==> config.mk <==
export PLATFORM = sky130hd
export DESIGN_NAME = wave_sched
export DESIGN_NICKNAME = d
export VERILOG_FILES = /design/src/rtl/wave_sched_pkg.sv /design/src/rtl/wave_sched_tick_gen.sv /design/src/rtl/wave_sched.sv
export SDC_FILE = /design/constraint.sdc
export NUM_CORES = 1
export LEC_CHECK = 0
export BUFFER_PORTS_ARGS = -buffer_cell sky130_fd_sc_hd__buf_2
export CAP_MARGIN = 10
export CORE_ASPECT_RATIO = 1.25
export CORE_MARGIN = 10
export CORE_UTILIZATION = 60
export DETAILED_ROUTE_END_ITERATION = 8
export HOLD_SLACK_MARGIN = 0.05
export PLACE_DENSITY = 0.81
export SYNTH_ARGS = -nofsm -noshare
export SYNTH_HDL_FRONTEND = slang
export SYNTH_SLANG_ARGS = --single-unit
==> constraint.sdc <==
create_clock -name clk -period 5.1 [get_ports clk]
set_clock_uncertainty 0.05 [all_clocks]
set_input_delay 1.02 -clock clk [delete_from_list [all_inputs] [get_ports clk]]
set_output_delay 1.02 -clock clk [all_outputs]
set_load 0.005 [all_outputs]
==> src/rtl/wave_sched_pkg.sv <==
// Shared encodings for the sample scheduler, waveform memory and menu controller.
package wave_sched_pkg;

    localparam int unsigned MODE_W     = 2;
    localparam int unsigned UNDERRUN_W = 8;

    typedef enum logic [1:0] {
        ST_IDLE   = 2'd0,
        ST_RUN    = 2'd1,
        ST_SWITCH = 2'd2
    } state_e;

    typedef enum logic [MODE_W-1:0] {
        MODE_SINE     = 2'd0,
        MODE_SQUARE   = 2'd1,
        MODE_TRIANGLE = 2'd2,
        MODE_SAWTOOTH = 2'd3
    } mode_e;

endpackage

==> src/rtl/wave_sched_tick_gen.sv <==
// Sample-rate divider: counts 0..SAMPLE_DIV-1 while enabled, one-cycle tick on the last count.
module wave_sched_tick_gen #(
    parameter int unsigned SAMPLE_DIV = 500
) (
    input  logic clk,
    input  logic rst,
    input  logic en_i,
    input  logic clr_i,
    output logic tick_o
);

    localparam int unsigned CNT_W = $clog2(SAMPLE_DIV);
    localparam logic [CNT_W-1:0] CNT_LAST = CNT_W'(SAMPLE_DIV - 1);

    logic [CNT_W-1:0] cnt_q;
    logic [CNT_W-1:0] cnt_d;

    always_comb begin
        cnt_d = cnt_q;
        if (clr_i) begin
            cnt_d = '0;
        end else if (en_i) begin
            cnt_d = (cnt_q == CNT_LAST) ? '0 : cnt_q + CNT_W'(1);
        end
    end

    always_ff @(posedge clk or posedge rst) begin
        if (rst) begin
            cnt_q <= '0;
        end else begin
            cnt_q <= cnt_d;
        end
    end

    assign tick_o = en_i && !clr_i && (cnt_q == CNT_LAST);

endmodule

==> src/rtl/wave_sched.sv <==
// DDS sample scheduler: paces waveform-memory addresses at a fixed sample rate and
// applies waveform-mode changes only at phase wrap.
module wave_sched
    import wave_sched_pkg::*;
#(
    parameter int unsigned SAMPLE_DIV = 500,
    parameter int unsigned PHASE_W    = 24,
    parameter int unsigned ADDR_W     = 8,
    parameter int unsigned FTW_MIN    = 1,
    parameter int unsigned FTW_MAX    = 1 << (PHASE_W - 1),
    parameter int unsigned FTW_STEP   = 256,
    parameter int unsigned FTW_INIT   = 65536
) (
    input  logic                  clk,
    input  logic                  aaa,
    input  logic                  run,
    input  logic [MODE_W-1:0]     mode_req,
    input  logic                  mode_set,
    input  logic                  freq_up,
    input  logic                  freq_dn,
    input  logic                  dac_ready,
    output logic [ADDR_W-1:0]     addr,
    output logic [MODE_W-1:0]     memmode,
    output logic                  sample_stb,
    output logic [PHASE_W-1:0]    ftw,
    output logic [UNDERRUN_W-1:0] underrun,
    output logic [1:0]            state
);

    localparam int unsigned EXT_W = PHASE_W + 1;

    state_e                  state_q;
    mode_e                   memmode_q;
    mode_e                   pend_q;
    logic [PHASE_W-1:0]      phase_q;
    logic [PHASE_W-1:0]      ftw_q;
    logic [ADDR_W-1:0]       addr_q;
    logic                    stb_q;
    logic [UNDERRUN_W-1:0]   under_q;

    logic [PHASE_W:0]        phase_sum_d;
    logic [PHASE_W:0]        ftw_up_d;
    logic [PHASE_W-1:0]      ftw_d;
    logic                    active;
    logic                    tick;

    assign active = (state_q != ST_IDLE);

    wave_sched_tick_gen #(
        .SAMPLE_DIV(SAMPLE_DIV)
    ) u_tick_gen (
        .clk   (clk),
        .rst   (aaa),
        .en_i  (active),
        .clr_i (!active || !run),
        .tick_o(tick)
    );

    // Phase sum keeps the carry bit for wrap detection; tuning word saturates at both ends.
    always_comb begin
        phase_sum_d = {1'b0, phase_q} + {1'b0, ftw_q};
        ftw_up_d    = {1'b0, ftw_q} + EXT_W'(FTW_STEP);
        ftw_d       = ftw_q;
        if (freq_up && !freq_dn) begin
            ftw_d = (ftw_up_d > EXT_W'(FTW_MAX)) ? PHASE_W'(FTW_MAX) : ftw_up_d[PHASE_W-1:0];
        end else if (freq_dn && !freq_up) begin
            ftw_d = ({1'b0, ftw_q} < EXT_W'(FTW_MIN) + EXT_W'(FTW_STEP)) ?
                    PHASE_W'(FTW_MIN) : ftw_q - PHASE_W'(FTW_STEP);
        end
    end

    always_ff @(posedge clk or posedge aaa) begin
        if (aaa) begin
            state_q   <= ST_IDLE;
            memmode_q <= MODE_SINE;
            pend_q    <= MODE_SINE;
            phase_q   <= '0;
            ftw_q     <= PHASE_W'(FTW_INIT);
            addr_q    <= '0;
            stb_q     <= 1'b0;
            under_q   <= '0;
        end else begin
            ftw_q <= ftw_d;
            stb_q <= 1'b0;
            if (state_q == ST_IDLE && mode_set) begin
                memmode_q <= mode_e'(mode_req);
            end
            if (!run) begin
                state_q <= ST_IDLE;
                phase_q <= '0;
                addr_q  <= '0;
            end else if (state_q == ST_IDLE) begin
                state_q <= ST_RUN;
                phase_q <= '0;
            end else begin
                if (tick) begin
                    phase_q <= phase_sum_d[PHASE_W-1:0];
                    if (dac_ready) begin
                        addr_q <= phase_sum_d[PHASE_W-1 -: ADDR_W];
                        stb_q  <= 1'b1;
                    end else if (under_q != {UNDERRUN_W{1'b1}}) begin
                        under_q <= under_q + UNDERRUN_W'(1);
                    end
                    // Pending mode lands on the wrap tick, whether or not the DAC takes it.
                    if (state_q == ST_SWITCH && phase_sum_d[PHASE_W]) begin
                        memmode_q <= pend_q;
                        state_q   <= ST_RUN;
                    end
                end
                if (mode_set) begin
                    pend_q  <= mode_e'(mode_req);
                    state_q <= ST_SWITCH;
                end
            end
        end
    end

    assign addr       = addr_q;
    assign memmode    = memmode_q;
    assign sample_stb = stb_q;
    assign ftw        = ftw_q;
    assign underrun   = under_q;
    assign state      = state_q;

endmodule

# Yosys cells after proc, flatten, opt, wreduce, memory -nomap -nowiden
# Index checks and enable logic that the tools add are counted.
dict set report totals {
  register_bits 80
  input_bits 9
  elab_cells 75
}
dict set report classes {
  n_addsub 5
  n_lt_le_gt_ge 2
  eq_ne 9
  mux 28
  bitwise_logic 2
  n_reduce_logical 20
}
# operator n
set ops {}
lappend ops {{$mux W24} 7}
lappend ops {{$mux W8} 4}
lappend ops {{$mux W9} 3}
lappend ops {{$add A24 B24 Y25} 1}
lappend ops {{$add A24 B9 Y25 const B} 1}
lappend ops {{$gt A25 B24 Y1 const B} 1}
lappend ops {{$lt A24 B9 Y1 const B} 1}
lappend ops {{$sub A24 B9 Y24 const B} 1}
lappend ops {{$mux W2} 10}
lappend ops {{$add A9 B1 Y9 const B} 1}
lappend ops {{$eq A9 B9 Y1 const B} 1}
lappend ops {{$add A8 B1 Y8 const B} 1}
lappend ops {{$ne A4 B1 Y1 const B} 2}
lappend ops {{$ne A8 B8 Y1 const B} 1}
lappend ops {{$logic_and A1 B1 Y1} 6}
lappend ops {{$reduce_and A3 Y1} 2}
lappend ops {{$reduce_bool A2 Y1} 3}
lappend ops {{$logic_not A1 Y1} 5}
lappend ops {{$reduce_and A5 Y1} 1}
lappend ops {{$mux W1} 4}
lappend ops {{$ne A2 B1 Y1 const B} 2}
lappend ops {{$ne A3 B1 Y1 const B} 1}
lappend ops {{$eq A2 B2 Y1 const B} 1}
lappend ops {{$logic_not A2 Y1} 1}
lappend ops {{other kinds (4)} 5}

# Logic depth before layout (Yosys ltp)
# Gate-level depths: netlist of the first run.
dict set report logic_depth {
  depth_word 10
  mapped_depth 11
  depth_no_buf 9
}

# By module
# Synthesis of the first run repeated with hierarchy kept, for this count alone.
dict set report unflattened {
  hier_cells 586
  hier_area_um2 5041.1
}
# module instances cells_per_inst area_each_um2 seq_area_each_um2
set by_module_without_submodules {}
lappend by_module_without_submodules {wave_sched 1 525 4485.6 1602.8}
lappend by_module_without_submodules {wave_sched_tick_gen 1 61 555.5 225.2}

# Worst setup path before layout of the first run
# No wires, ideal clock.
dict set report synth_path {
  path_type {input to register}
  startpoint {in run}
  endpoint {reg under_q[7], in the netlist underrun[7]}
  setup_ns 0.079
  arrival_ns 2.478
  t_required_ns 4.971
  slack_ns 2.493
  path_stages 7
  path_buffers 1
  path_cell_list {clkbuf_1 > nor2b_1 > nand2_2 > a311oi_4 > nand4_2 > nor3_2 > xor2_1}
}
dict set report synth_via {
  elab_chain_len 6
}
# item line_no
set synth_lines {}
lappend synth_lines {{start: declaration} wave_sched.sv:16} ;# input logic run,
lappend synth_lines {{$logic_not A1 Y1} --}
lappend synth_lines {{$logic_or A1 B1 Y1} wave_sched.sv:55} ;# .clr_i (!active || !run),
lappend synth_lines {{$logic_not A1 Y1} wave_sched_tick_gen.sv:35} ;# assign tick_o = en_i && !clr_i && (cnt_q == CNT_LAST);
lappend synth_lines {{$logic_and A1 B1 Y1 (2 in a row)} wave_sched_tick_gen.sv:35}
lappend synth_lines {{$reduce_and A5 Y1 (no line) (*)} --}
lappend synth_lines {{end signal: assignment} wave_sched.sv:102} ;# under_q <= under_q + UNDERRUN_W'(1);
lappend synth_lines {{end: declaration} wave_sched.sv:39} ;# logic [UNDERRUN_W-1:0] under_q;
# Every way passes the cells marked *; elsewhere a longest branch is shown, timed or not.
# A chain may end at the register's enable or synchronous reset.

# Worst setup path in the final report of the first run
dict set report layout_path {
  startpoint {reg ftw_q[10], in the netlist ftw[10]}
  endpoint {reg ftw_q[13], in the netlist ftw[13]}
}
dict set report layout_via {
  elab_chain_len 4
}
# item line_no
set layout_lines {}
lappend layout_lines {{start: declaration} wave_sched.sv:36} ;# logic [PHASE_W-1:0] ftw_q;
lappend layout_lines {{start signal: assignment} wave_sched.sv:78} ;# ftw_q <= PHASE_W'(FTW_INIT);
lappend layout_lines {{start signal: assignment} wave_sched.sv:83} ;# ftw_q <= ftw_d;
lappend layout_lines {{$add A24 B9 Y25 (tied with other cells)} wave_sched.sv:62} ;# ftw_up_d = {1'b0, ftw_q} + EXT_W'(FTW_STEP);
lappend layout_lines {{$gt A25 B24 Y1 or $mux W24 (tied branches)} {wave_sched.sv:65, wave_sched.sv:67}}
lappend layout_lines {{$mux W24, on equally long branches} {wave_sched.sv:65, wave_sched.sv:66}}
lappend layout_lines {{$mux W24 (*)} wave_sched.sv:64} ;# if (freq_up && !freq_dn) begin
# Every way passes the cells marked *; elsewhere a longest branch is shown, timed or not. The select of a mux whose other input is x is not followed.

==> results.json, run 1 <==
{
  "status": "finished clean",
  "diodes": 0,
  "power.density_nw_per_um2": 382,
  "crit_buf_inv": 0,
  "setup_viol": 0,
  "slew_headroom_pct": 26.7,
  "hold_path.class": "reg2reg",
  "worstPathRequired_ns": 5.32,
  "cts.clk_slew.worst_paths_ns": 0.08,
  "timing.final.max_slew_violations": 0,
  "syn-mean-instance-area_um2": 8.65,
  "synth_cells": 581,
  "drtPass1Iterations": 5,
  "wl_per_cell_um": 18.2,
  "cap_violations": 0,
  "via_per_inst": 6.35,
  "swShare_pct": 41.8,
  "p_leak_nw": 2.41,
  "grt_pass1_vias": 4340,
  "die_height_um": 122,
  "cts_buffers": 9,
  "fill_cells": 672,
  "dpl_cell_area_um2": 5220,
  "synth_cell_types": 73,
  "fin_tns_setup_ns": 0,
  "yosysTopAreaCell": "dfrtp_1",
  "period_minus_slack_ns": 3.04,
  "worstSetupEndpointType": "flop",
  "nets": 640,
  "cp-startpoint": "ftw[10]$_DFFE_PP0P_",
  "rsz0062_at_grt": "no",
  "core_region_area_um2": 8190,
  "clk_latency_ns": 0.37,
  "die_area_um2": 12500,
  "ant_nets": 0,
  "yosysSeqAreaShare_pct": 36.4,
  "drtIter0Drc": 254,
  "rows": 37,
  "cts_sinks": 73,
  "vias": 4500,
  "hold_buffers": 0,
  "htreeDepth": 3,
  "wirelength_um": 12900,
  "finalPower_mw": 2.07,
  "cts_setup_buffers": 0,
  "fin_crit_sh_pct": 59.6,
  "ys.warnings.count": 0,
  "seq_area_um2": 1830,
  "place.gp.congestion": 0.887,
  "peakVddDrop_v": 0.000279,
  "crit_chain": "nand3_1 > nor3_4 > nand3_1 > xnor2_1 > nor3_1 > o21ba_4 > o221ai_1",
  "synth_top_cell_area_share_pct": 35.8,
  "drive_above_1_share_pct": 15.4,
  "multi_input_area_um2": 2960,
  "stdcell_area_um2": 5430,
  "grt_max_degree": 48,
  "async_flop_share_pct": 100,
  "grt_overflow_total": 0,
  "hold_viol": 0,
  "r2r_start": "ftw[10]$_DFFE_PP0P_",
  "cts_tree": "yes",
  "start_util_pct": 61.4,
  "area_delta_synth_final_pct": 8.06,
  "max_freq_mhz": 329,
  "criticalPathCategory": "reg2reg",
  "cp_top_family": "simple AND/OR/NAND/NOR gates",
  "antenna_found_initial": 0,
  "hold_start": "addr[4]$_DFFE_PP0P_",
  "seq_power_share_pct": 41.2,
  "crit_path_max_fanout": 16,
  "cts-root-buf": "clkbuf_8",
  "die_w_um": 102,
  "p_int_mw": 1.21,
  "grt_use_total_pct": 20.9,
  "combPwrFrac_pct": 35.4,
  "hpwlAfterDp_um": 9390,
  "ys_seq_elements": 73,
  "synthTopCellsByArea": "dfrtp_1 (36%), ha_1 (6.0%), xnor2_1 (4.4%), nor2_1 (4.3%), nand3_1 (4.2%)",
  "cts_resized": 0,
  "syn_area_um2": 5030,
  "critPathSlowestCell": "dfrtp_1",
  "grt_first_pass_wirelength_um": 21100,
  "worstMarginPinSlew_ns": 1.10,
  "synth_ff_type": "dfrtp_1",
  "port_buffers": 46,
  "io_pins": 54,
  "clock_power_share_pct": 23.4,
  "cp.arrival_ns": 3.26,
  "synth_edf_count": 0,
  "crit_path_frequent_cell": "nand3_1",
  "cts_buffer_depth": 2,
  "start_kind": "flop",
  "drc_errors": 0,
  "final_core_util_pct": 66.3,
  "synthTopCellsByCount": "dfrtp_1 (72), nor2_1 (57), nand2_1 (53)",
  "synthMostInstantiatedCell": "dfrtp_1",
  "p_switching_uw": 867,
  "cp_slowest_stage_delay_ns": 0.65
}
[worst min-delay path, delay by kind of cell, from the launching register on]
kind	cells	cell delay [ns]
AOI/OAI and AO/OA	1	0.06
DFF	1	0.34
and+or+nand+nor	1	0.06
[power groups by stage]
stage	sequential [mW]	combinational [mW]	clock (mW)
2_1_floorplan	0.742	0.622	0
3_3_place_gp	0.851	0.704	0
3_5_place_dp	0.854	0.723	0
4_1_cts	0.846	0.730	0.492
5_1_grt	0.868	0.816	0.513
6_report	0.853	0.734	0.486
[layer usage]
metal	part of all wire, %	wire (um)	global-route usage (%)
met1	40	5210	24.9
met2	50	6430	35.5
met3	6.2	801	3.60
met4	3.5	456	10.6
met5	0	0	0
[placed cells by master, fill, tap and decap left out, types with 5 or more instances in the layout]
master,n
o21a_1,5
o21ai_0,32
mux2_2,7
clkbuf_8,11
conb_1,7
xnor2_1,25
and2_1,7
dfrtp_1,72
buf_2,46
nor3_1,15
ha_1,24
nand3_1,42
xor2_1,19
nand2_1,53
o211ai_1,5
nor2_1,57
a21oi_1,35
nor4_1,6
and3_1,9
a31oi_1,9
a211oi_1,7
nand4_1,9
or3_1,6
inv_1,17
[registers in the layout, summed over array words and instances, names as in the netlist]
name,count
addr,8
underrun,8
u_tick_gen.cnt_q,9
memmode,2
sample_stb,1
phase_q,24
pend_q,2
state,2
ftw,17
[stage by stage]
stage	worst slack (ns)	instances	hold WS, ns
after floorplan	2.18	587	0.398
after global placement	1.99	693	0.418
after detailed placement	1.90	693	0.433
after CTS	2.13	709	0.451
after global routing	1.84	709	0.463
final	2.06	709	0.447
[layout make-up]
class,count,share of cell area (%)
multi-input combinational,457,54.4
sequential,73,33.6
timing repair buffer,48,4.51
clock buffer,11,2.79
tap,97,2.23
inverter,18,1.24
clock inverter,5,1.15
[cells by family after synthesis]
| kind of cell | share of synthesized area (%) |
|---|---|
| AOI/OAI and AO/OA | 18.4 |
| xor gates and xnor gates | 7.67 |
| adders and majority gates | 5.97 |
| buffers and inverters | 5.35 |
| DFF | 36.4 |
| muxes | 1.97 |
| other | 0.0746 |
| and+or+nand+nor | 24.2 |
[path summary, 6_finish.rpt]
path                                          end  slack (ns)  depth (start not counted)
setup / recovery              ftw[13]$_DFFE_PP0P_        2.06                          7
hold / removal                addr[4]$_DFFE_PP0P_        0.45                          2
max in group asynchronous   pend_q[0]$_DFFE_PP0P_        3.19                          3
hold reg to reg               addr[4]$_DFFE_PP0P_        0.45                          2
setup reg to reg              ftw[13]$_DFFE_PP0P_        2.06                          7
min in group asynchronous  phase_q[5]$_DFFE_PP0P_        0.85                          2
(Power assumes the default switching activity.)
==> run 2, diff against run 1 <==
Settings changed: ABC_AREA set to 1, CORE_UTILIZATION 60 to 54, PLACE_DENSITY 0.81 to 0.77.
Clock period 5.1 ns to 2.7 ns, I/O delays scaled along.
==> results.json, run 2 <==
{
  "status": "finished clean",
  "cts_buffer_depth": 2,
  "grt_use_total_pct": 20.4,
  "cp_top_family": "simple AND/OR/NAND/NOR gates",
  "syn_area_um2": 5310,
  "hold_buffers": 0,
  "start_util_pct": 55.2,
  "io_pins": 54,
  "peakVddDrop_v": 0.000368,
  "drc_errors": 0,
  "grt_first_pass_wirelength_um": 23300,
  "grt_overflow_total": 0,
  "drive_above_1_share_pct": 16.8,
  "die_height_um": 131,
  "reg2reg_depth": 13,
  "crit_chain": "ha_1 > ha_1 > nand3_2 > nor3_4 > nand2_1 > o21ai_1 > inv_1 > o21ai_2 > nand2_1 > nand2_1 > nand2_1 > nand3_1 > nand2_1",
  "hold_viol": 0,
  "dr_wl_met2_um": 7210,
  "cp.arrival_ns": 2.66,
  "yosysTopAreaCell": "dfrtp_1",
  "rows": 40,
  "r2r_start": "ftw[0]$_DFFE_PP0P_",
  "r2r_end": "addr[0]$_DFFE_PP0P_",
  "critPathSlowestCell": "dfrtp_1",
  "synthTopCellsByArea": "dfrtp_1 (34%), nand2_1 (12%), inv_1 (6.0%), nor2_1 (5.9%), ha_1 (5.7%)",
  "final_common_cell": "nand2_1",
  "place.gp.congestion": 0.991,
  "max_freq_mhz": 403,
  "power.density_nw_per_um2": 679,
  "dr.max_layer_used": "met4",
  "largest_reg_flops": 24,
  "synth_top_cell_area_share_pct": 33.9,
  "ys.warnings.count": 0,
  "cts_buffers": 9,
  "grt_max_degree": 49,
  "vias": 4981,
  "fill_cells": 878,
  "clk_latency_ns": 0.34,
  "synthTopCellsByCount": "nand2_1 (174), inv_1 (85), nor2_1 (84)",
  "grt_pass1_vias": 4973,
  "fin_crit_sh_pct": 92.0,
  "drtIter0Drc": 217,
  "setup_viol": 0,
  "synthMostInstantiatedCell": "nand2_1",
  "cts_sinks": 73,
  "diodes": 0,
  "period_minus_slack_ns": 2.48,
  "p_leak_nw": 3.03,
  "area_delta_synth_final_pct": 13.1,
  "die_area_um2": 14200,
  "cap_violations": 0,
  "die_w_um": 109,
  "wirelength_um": 13900,
  "port_buffers": 46,
  "cp_slowest_stage_delay_ns": 0.47,
  "crit_buf_inv": 1,
  "synth_cells": 728,
  "r2r_slack_ns": 0.22,
  "slew_headroom_pct": 38.9,
  "cts_setup_buffers": 0,
  "whs_ns": 0.198,
  "rsz0062_at_grt": "no",
  "synth_edf_count": 0,
  "wl_per_cell_um": 15.2,
  "synth_ff_type": "dfrtp_1",
  "seq_area_um2": 1830,
  "start_kind": "flop",
  "syn-mean-instance-area_um2": 7.29,
  "crit_path_max_fanout": 5,
  "final_cell_mix": "nand2_1 (174), nor2_1 (84), inv_1 (84), dfrtp_1 (72), buf_2 (46)",
  "yosysSeqAreaShare_pct": 34.4,
  "nets": 818,
  "crit_path_frequent_cell": "nand2_1",
  "core_region_area_um2": 9610,
  "antenna_found_initial": 0,
  "htreeDepth": 3,
  "wl_met1_um": 5640,
  "met3_length_um": 573,
  "synth_cell_types": 50,
  "hold_path.class": "in2async",
  "hpwlAfterDp_um": 11000,
  "cts_tree": "yes",
  "cts.clk_slew.worst_paths_ns": 0.06,
  "via_per_inst": 5.44,
  "ant_nets": 0,
  "timing.final.max_slew_violations": 0,
  "ys_seq_elements": 73,
  "fin_tns_setup_ns": 0,
  "drtPass1Iterations": 4,
  "top_register": "phase_q",
  "cts-root-buf": "clkbuf_16",
  "criticalPathCategory": "reg2reg",
  "worstPathRequired_ns": 2.87,
  "worstSetupEndpointType": "flop",
  "worstMarginPinSlew_ns": 0.913,
  "async_flop_share_pct": 100,
  "cts_resized": 0,
  "multi_input_area_um2": 3040
}
-- run 2: changes by cell type after synthesis, moves of 6 or more --
| cell | before | now |
|---|---|---|
| nand4_1 | 9 | 17 |
| nor2_2 | 0 | 8 |
| nor2_1 | 57 | 84 |
| nand2_1 | 53 | 174 |
| mux2_2 | 7 | 1 |
| a21oi_2 | 0 | 10 |
| or3_1 | 6 | 0 |
| and3_1 | 9 | 0 |
| xnor2_1 | 25 | 8 |
| nand3_2 | 0 | 11 |
| inv_1 | 18 | 85 |
| nand2_2 | 1 | 7 |
| clkbuf_1 | 19 | 4 |
-- run 2: kinds of logic after synthesis --
kind of cell | count (synthesis) | synth area share (%)
AOI/OAI and AO/OA | 106 | 12.0
xor gates and xnor gates | 27 | 4.45
adders and majority gates | 24 | 5.66
buffers and inverters | 108 | 8.86
DFF | 73 | 34.4
muxes | 3 | 0.589
other | 1 | 0.0706
and+or+nand+nor | 386 | 34.0
-- run 2: worst register-to-register path, stage by stage, from the launching register on --
cell	delay, ns
dfrtp_1	0.47
ha_1	0.22
ha_1	0.26
nand3_2	0.19
nor3_4	0.21
nand2_1	0.10
o21ai_1	0.18
inv_1	0.10
o21ai_2	0.19
nand2_1	0.11
nand2_1	0.08
nand2_1	0.06
nand3_1	0.08
nand2_1	0.06
-- run 2: report_power, final --
part | leakage, nW | internal [mW] | switching [mW]
Clock | 0.142 | 0.736 | 0.444
Combinational | 1.93 | 0.524 | 0.993
Sequential | 0.962 | 1.20 | 0.178
-- run 2: how the worst max path moves through the flow --
stage	cells past startpoint	to	from	slack [ns]
2_1_floorplan	1	addr[0]$_DFFE_PP0P_	aaa	0.26
3_5_place_dp	13	addr[0]$_DFFE_PP0P_	ftw[0]$_DFFE_PP0P_	0.15
3_3_place_gp	13	addr[0]$_DFFE_PP0P_	ftw[0]$_DFFE_PP0P_	0.17
6_report	13	addr[0]$_DFFE_PP0P_	ftw[0]$_DFFE_PP0P_	0.22
4_1_cts	13	addr[0]$_DFFE_PP0P_	ftw[0]$_DFFE_PP0P_	0.11
5_1_grt	10	memmode[1]$_DFF_PP0_	ftw[11]$_DFFE_PP0P_	0.03
-- run 2: stage by stage --
step / cells / instance area [um^2] / power, mW / setup WS, ns / util (%)
finish: 916 / 6010 / 4.08 / 0.216 / 62.5
global route: 916 / 6010 / 4.37 / 0.0345 / 62.5
CTS: 916 / 5990 / 4.09 / 0.107 / 62.4
detailed placement: 900 / 5700 / 2.90 / 0.154 / 59.3
global placement: 900 / 5700 / 2.89 / 0.172 / 59.3
floorplan: 734 / 5330 / 2.46 / 0.258 / -
-- run 2: routing by layer --
layer | vias to the layer above | track usage, %
li1 | 2490 | -
met1 | 2348 | 22.0
met2 | 108 | 37.0
met3 | 35 | 3.92
met4 | 0 | 9.95
met5 | - | 0
-- run 2: final cells by class --
class                      instances  share of cell area, %
multi-input combinational        553                   50.7
tap                              126                   2.62
clock buffer                      11                   4.04
timing repair buffer              60                   5.79
clock inverter                     5                  0.917
sequential                        73                   30.4
inverter                          88                   5.50
